## config.mk

```make
export PLATFORM = sky130hd
export DESIGN_NAME = cavium_ca_array
export DESIGN_NICKNAME = d
export VERILOG_FILES = /design/src/rtl/cavium_ca_array.sv
export SDC_FILE = /design/constraint.sdc
export NUM_CORES = 1
export LEC_CHECK = 0
export ABC_AREA = 0
export CORE_ASPECT_RATIO = 0.6
export CORE_UTILIZATION = 52
export DETAILED_ROUTE_END_ITERATION = 7
export PLACE_DENSITY = 0.88
export SYNTH_ARGS = -nofsm -noshare
export SYNTH_HDL_FRONTEND = slang
export SYNTH_SLANG_ARGS = --single-unit
```

## constraint.sdc

```tcl
create_clock -name clk -period 2.75 [get_ports clk]
set_input_delay 0.4125 -clock clk [delete_from_list [all_inputs] [get_ports clk]]
set_output_delay 0.4125 -clock clk [all_outputs]
set_load 0.005 [all_outputs]
```

## src/rtl/cavium_ca_array.sv

```systemverilog
// Hybrid per-cell-rule CA keystream register: seed load, silent warm-up, then one state per handshake.
// Latency: out_valid rises WARMUP+1 cycles after the load cycle; out_ready=0 freezes the state.
module cavium_ca_array #(
   parameter int WIDTH    = 32,
   parameter int WARMUP   = 16,
   parameter int PERIODIC = 0
) (
   input  logic               clk,
   input  logic               rst_n,
   input  logic               load,
   input  logic [WIDTH-1:0]   seed,
   input  logic [3*WIDTH-1:0] rule_vec,
   output logic               out_valid,
   input  logic               out_ready,
   output logic [WIDTH-1:0]   out_data,
   output logic               busy,
   output logic               seed_err
);

   localparam int CW = (WARMUP > 0) ? $clog2(WARMUP + 1) : 1;
   localparam logic [CW-1:0] LAST = (WARMUP > 0) ? CW'(WARMUP - 1) : '0;

   typedef enum logic [1:0] {
      S_IDLE = 2'd0,
      S_WARM = 2'd1,
      S_RUN  = 2'd2
   } fsm_t;

   fsm_t               fsm, fsm_nxt;
   logic [WIDTH-1:0]   ca, ca_nxt, ca_step;
   logic [3*WIDTH-1:0] rules;
   logic [CW-1:0]      cnt, cnt_nxt;
   logic               load_ok, load_bad;

   function automatic logic ca_rule(input logic [2:0] r, input logic a, input logic b,
                                    input logic c);
      case (r)
         3'd0:    ca_rule = a ^ b ^ c ^ (b & c);
         3'd1:    ca_rule = a ^ b;
         3'd2:    ca_rule = a ^ c;
         3'd3:    ca_rule = a ^ (b & c);
         3'd4:    ca_rule = a ^ b ^ c;
         3'd5:    ca_rule = a ^ b ^ (b & c);
         3'd6:    ca_rule = a ^ c ^ (b & c);
         default: ca_rule = a;
      endcase
   endfunction

   for (genvar i = 0; i < WIDTH; i++) begin : g_cell
      logic b, c;
      if (i == 0) begin : g_lo
         if (PERIODIC != 0) begin : g_wrap
            assign b = ca[WIDTH-1];
         end else begin : g_null
            assign b = 1'b0;
         end
      end else begin : g_lo_mid
         assign b = ca[i-1];
      end
      if (i == WIDTH - 1) begin : g_hi
         if (PERIODIC != 0) begin : g_wrap
            assign c = ca[0];
         end else begin : g_null
            assign c = 1'b0;
         end
      end else begin : g_hi_mid
         assign c = ca[i+1];
      end
      assign ca_step[i] = ca_rule(rules[3*i +: 3], ca[i], b, c);
   end

   assign load_ok  = load & (|seed);
   assign load_bad = load & ~(|seed);

   always_comb begin
      fsm_nxt = fsm;
      ca_nxt  = ca;
      cnt_nxt = cnt;
      case (fsm)
         S_WARM: begin
            ca_nxt  = ca_step;
            cnt_nxt = cnt + 1'b1;
            if (cnt == LAST) fsm_nxt = S_RUN;
         end
         S_RUN: begin
            if (out_valid && out_ready) ca_nxt = ca_step;
         end
         default: ;
      endcase
      // A rejected zero seed freezes everything for that cycle; a good seed overrides any handshake.
      if (load_bad) begin
         fsm_nxt = fsm;
         ca_nxt  = ca;
         cnt_nxt = cnt;
      end else if (load_ok) begin
         ca_nxt  = seed;
         cnt_nxt = '0;
         fsm_nxt = (WARMUP == 0) ? S_RUN : S_WARM;
      end
   end

   always_ff @(posedge clk or negedge rst_n) begin
      if (!rst_n) begin
         fsm       <= S_IDLE;
         ca        <= '0;
         rules     <= '0;
         cnt       <= '0;
         out_valid <= 1'b0;
         busy      <= 1'b0;
         seed_err  <= 1'b0;
      end else begin
         fsm       <= fsm_nxt;
         ca        <= ca_nxt;
         cnt       <= cnt_nxt;
         if (load_ok) rules <= rule_vec;
         out_valid <= (fsm_nxt == S_RUN);
         busy      <= (fsm_nxt == S_WARM);
         seed_err  <= load_bad;
      end
   end

   assign out_data = ca;

endmodule

```

Word level (Yosys, flattened, before mapping)
Index checks and enable logic that the tools add are counted.
{"block": "word_totals", "register_bits": 138, "in_bits": 132, "output_inout_bits": 35, "wordCells": 496}
{"block": "op_classes", "add_sub_neg": 1, "n_eq_ne": 192, "muxes": 41, "bitwise": 215, "n_reduce_logical": 40}
{"op": "3-bit equality test (second input constant)", "n": 94}
{"op": "1-bit case mux with 7 select lines", "n": 30}
{"op": "3-bit by 2-bit equality test with 1-bit output (second input constant)", "n": 61}
{"op": "1-bit bitwise XOR", "n": 181}
{"op": "3-bit logical NOT", "n": 32}
{"op": "3-bit by 1-bit equality test with 1-bit output (second input constant)", "n": 31}
{"op": "32-bit 2-to-1 mux", "n": 2}
{"op": "32-bit case mux with 2 select lines", "n": 1}
{"op": "1-bit bitwise AND", "n": 32}
{"op": "32-bit OR reduction", "n": 1}
{"op": "5-bit 2-to-1 mux", "n": 2}
{"op": "2-bit 2-to-1 mux", "n": 4}
{"op": "4-bit OR reduction", "n": 2}
{"op": "5-bit by 1-bit adder with 5-bit output (second input constant)", "n": 1}
{"op": "5-bit by 4-bit equality test with 1-bit output (second input constant)", "n": 1}
{"op": "2-bit by 1-bit equality test with 1-bit output (second input constant)", "n": 2}
{"op": "2-bit equality test (second input constant)", "n": 2}
{"op": "3-bit inequality test (second input constant)", "n": 1}
{"op": "3-bit AND reduction", "n": 1}
{"op": "3-bit nonzero test", "n": 1}
{"op": "1-bit 2-to-1 mux", "n": 2}
{"op": "1-bit NOT", "n": 2}
{"op": "2-bit AND reduction", "n": 1}
{"op": "2-bit nonzero test", "n": 1}
{"op": "1-bit logical AND", "n": 1}

Longest topological paths before layout
{"block": "logic_depth", "word_depth": 7, "depth_mapped": 8, "depth_no_buf": 7}

Worst setup path before layout
OpenSTA, ideal clock, no wires.
{"block": "synth_timing", "path_type": "input to register", "from": "in seed[29]", "to": "reg rules[16]", "setup_ps": 117, "t_arrival_ps": 1625, "required_time_ps": 2633, "path_slack_ps": 1008, "path_stages": 8, "n_path_buf": 2, "path_cell_list": "nor4_1 -> nand4_1 -> nor2_4 -> nor2b_2 -> buf_2 -> buf_2 -> nand2_1 -> nand2_1"}
{"block": "synth_via", "elab_chain_len": 2}
{"item": "start, declared", "line": "11", "rtl": "input logic [WIDTH-1:0] seed,"}
{"item": "32-bit OR reduction", "line": "72", "rtl": "assign load_ok = load & (|seed);"}
{"item": "1-bit bitwise AND", "line": "72"}
{"item": "end signal, assigned", "line": "115", "rtl": "if (load_ok) rules <= rule_vec;"}
{"item": "end, declared", "line": "31", "rtl": "logic [3*WIDTH-1:0] rules;"}
No other way between the ends.
A chain may end at the register's enable or synchronous reset.

Worst setup path in the final report
{"block": "layout_timing", "from": "reg ca[11], in the netlist out_data[11]", "to": "out out_data[11]"}
{"item": "start, declared", "line": "30", "rtl": "logic [WIDTH-1:0] ca, ca_nxt, ca_step;"}
{"item": "start signal, assigned", "line": "113", "rtl": "ca <= ca_nxt;"}
{"item": "end, declared", "line": "15", "rtl": "output logic [WIDTH-1:0] out_data,"}
No word-level cell between the ends.

==> impl_results.md <==
* Effective utilization at floorplan at 53.6%
* WHS Path Cells at 2
* Relative slew margins at 47.7%
* Clk buf depth at 2
* Count of different cell masters after synthesis at 42
* Mapped Cells at 1373
* Pre-antenna DRT Iters at 8
* CTS tree: done
* Site Rows at 38
* Clock power share at 34.3%
* Slowest stage delay, CP at 0.85 ns
* Ys Warns at 0
* Status: finished, violations left
* Worst r2r src: out_data[18]
* Total GRT Usage at 28.6%
* Routability cong. at 0.894
* Routed length per instance at 16.0 µm
* Overflow left after global routing at 0
* Count of final setup violators at 0
* Sw Ratio at 34.4%
* Int Power at 0.00443 W
* Initial antenna violation count at 0
* DR vias at 10.3k
* WP depth at 1
* Setup TNS at 0 ns
* Required @ worst endpoint at 2.34 ns
* Compound-cell area share of the yosys netlist at 26.9%
* Clock root buffer: clkbuf_16
* Min-Delay Path Class: flop to flop
* Delay-heaviest family, CP: flip-flops
* Initial drt markers at 1223
* Prevailing post-synth register cell: dfrtp_1
* Crit path DAT at 1.93 ns
* Placed instance count at 1653
* WP buf/inv at 1
* Setup crit start kind: flop
* Fin cells at 1686
* RSZ-0062 raised after global routing: false
* Cell Area, Synth at 9790 µm²
* Worst Max-Slew Pin Slew at 0.785 ns
* Port buffer count at 162
* Final core utilization at 65.1%
* Worst r2r dst: out_data[17]
* Post-synth net total at 1507
* Main combinational cell family by area after synthesis: compound AO/OA/AOI/OAI gates
* LEAKAGE at 4.87 nW
* Final #Nets at 1567
* Final hold viol count at 0
* Ant. Diodes at 0
* Area share of the largest cell type after synthesis at 34.2%
* Clock slew at reported path FFs at 0.07 ns
* Boundary Pins at 167
* Core area at 18300 µm²
* Residual DRC at 16
* Worst clock skew at 0.00919 ns
* Dpl hpwl at 17800 µm
* Clk_lat worst skew at 0.43 ns
* Worst r2r path cells at 5
* Setup slack after layout at 0.407 ns
* DIE AREA at 19400 µm²
* Largest area contributor in the netlist: dfrtp_1
* Largest net degree at the start of global routing at 61
* Hold EP: rules[91]
* Hold path startpoint: rules[91]
* Fmax at 427 MHz
* VDD IR max at 0.000499 V
* Inserted Clock Buffers at 17
* Top post-synthesis cells by area: dfrtp_1, nand2_1, o21ai_0
* Die width at 179 µm
* Total routed wirelength at 27000 µm
* Yosys reg bits at 134
* Total of max-cap violations at 0
* R2R setup slack at 0.62 ns
* Fill cells at 1565
* Multiplexer area fraction after synthesis at 0.613%
* CP Capture Type: output port
* H-tree lvl count at 4
* Power Density at 568 nW/µm²
* Min Clock Period, post-route at 2.34 ns
* Layout area overhead at 21.4%
* Critical path type: flop to output port
* Routed vias/inst at 6.12
* Final Cycle Share at 85.2%
* Net Sw Power at 0.00232 W
* Crit-path slowest cell: dfrtp_1
* Reg power frac at 41.3%
* Pins Over Slew Limit at 0
* Synth async-reset ratio at 100%
* Violated checks: DRC
* XOR/XNOR share of the synthesized area at 2.95%
* Layout cell share with drive strength beyond 1 at 3.87%
* Post-synthesis simple-gate area fraction at 26.3%
* Antenna viol nets, final at 0
* First-pass GRT wire length at 44800 µm
* Comb pwr share at 24.4%
* Die Y at 108 µm
* Adder-Cell Fraction of Synth Area at 0.256%
* Crit-path cells: clkdlybuf4s50_1
* Crit Path Max Fanout at 24
* Seq/Total Area, Yosys at 34.2%
* Mapped Avg Cell Area at 7.13 µm²
* Post-synth EDFFs at 0
* Dpl ws at 0.278 ns
* # clock sinks at 134
* Vias in the first global route at 9131
cells in the mapped netlist (all sizes together) (2+ instances only):
| cell type | number |
|---|---|
| clkbuf | 44 |
| buf | 96 |
| inv | 51 |
| a21oi | 64 |
| nand2 | 358 |
| nand3 | 55 |
| nand4 | 2 |
| a32oi | 25 |
| o31ai | 25 |
| xor2 | 26 |
| nor4 | 8 |
| o21ai | 136 |
| o22ai | 24 |
| a31oi | 73 |
| nand3b | 28 |
| o31a | 23 |
| xnor2 | 7 |
| nor3 | 51 |
| mux2i | 6 |
| a211oi | 25 |
| nand2b | 26 |
| ha | 2 |
| dfrtp | 134 |
| nor3b | 2 |
| o311ai | 24 |
| nor2 | 47 |
| and2b | 2 |
cells by family (layout without fill, tap and decap cells):
| kind of cell | after synthesis | count (layout) |
|---|---|---|
| AO/OA/AOI/OAI | 421 | 421 |
| XOR/XNOR | 33 | 33 |
| adder cells (fa/ha/maj) | 2 | 2 |
| buffers and inverters | 191 | 264 |
| flip-flops | 134 | 134 |
| multiplexers | 6 | 6 |
| AND/OR/NAND/NOR | 586 | 586 |
through the flow:
stage | area [µm²] | total power [W] | hold slack, ns
floorplan | 9790 | 0.00382 | 0.117
global placement | 11300 | 0.00433 | 0.432
detailed placement | 11300 | 0.00442 | 0.434
CTS | 11900 | 0.00675 | 0.480
global route | 11900 | 0.00713 | 0.493
finish | 11900 | 0.00675 | 0.475
power by group through the flow:
| stage | Combinational [W] | Sequential (W) | Clock, W |
|---|---|---|---|
| 6_report | 0.00165 | 0.00279 | 0.00232 |
| 5_1_grt | 0.00185 | 0.00285 | 0.00243 |
| 4_1_cts | 0.00165 | 0.00276 | 0.00234 |
| 3_5_place_dp | 0.00163 | 0.00279 | 0 |
| 3_3_place_gp | 0.00157 | 0.00277 | 0 |
| 2_1_floorplan | 0.00146 | 0.00235 | 0 |
final cells by class:
cell class	instances	area, µm²	area share (%)
multi-input combinational	1048	5610	47.2
sequential	134	3350	28.2
timing repair buffer	181	1840	15.5
clock buffer	20	467	3.93
tap	240	300	2.53
inverter	51	191	1.61
clock inverter	12	128	1.07
per-layer routing:
layer	up-vias	GRT usage, %	routed length, µm
li1	4979	-	-
met1	4838	41.7	12500
met2	459	43.1	12000
met3	37	5.66	2110
met4	0	7.98	403
met5	-	0	0
state kept, by name (all words and copies together) (netlist names):
signal,cells
busy,1
rules,92
out_data,32
fsm,2
seed_err,1
cnt,5
out_valid,1
worst max path at each step:
stage | startpoint | to | slack (ns)
4_1_cts | out_data[11] | out_data[11] | 0.42
2_1_floorplan | seed[29] | rules[16] | 1.01
6_report | out_data[11] | out_data[11] | 0.41
3_3_place_gp | seed[21] | out_data[25] | 0.31
3_5_place_dp | seed[21] | out_data[3] | 0.28
5_1_grt | out_data[18] | out_data[18] | 0.30
what timing repair did:
item | CTS | global route
setup endpoints to repair | 0 | 0
endpoints found under the hold margin | 37 | 0
gates resized for setup | 0 | 0
setup buffers | 0 | 0
hold buffers | 1 | 0
cells in the final DEF (no fill, tap or decap), types with 7 or more instances in the layout:
| master | synthesis | routed |
|---|---|---|
| a211oi_1 | 25 | 25 |
| a21oi_1 | 64 | 64 |
| a31oi_1 | 73 | 73 |
| a32oi_1 | 25 | 25 |
| buf_4 | 4 | 12 |
| clkbuf_16 | 0 | 17 |
| clkdlybuf4s50_1 | 0 | 161 |
| dfrtp_1 | 134 | 134 |
| inv_1 | 51 | 51 |
| nand2_1 | 358 | 358 |
| nand2b_1 | 26 | 26 |
| nand3_1 | 55 | 55 |
| nand3b_1 | 28 | 28 |
| nor2_1 | 46 | 45 |
| nor3_1 | 51 | 51 |
| nor4_1 | 8 | 8 |
| o21ai_0 | 108 | 108 |
| o21ai_1 | 26 | 26 |
| o22ai_1 | 24 | 24 |
| o311ai_0 | 24 | 24 |
| o31a_1 | 23 | 23 |
| o31ai_1 | 25 | 25 |
| xnor2_1 | 7 | 7 |
| xor2_1 | 26 | 26 |
No activity file was read; power rests on OpenSTA's default activity.
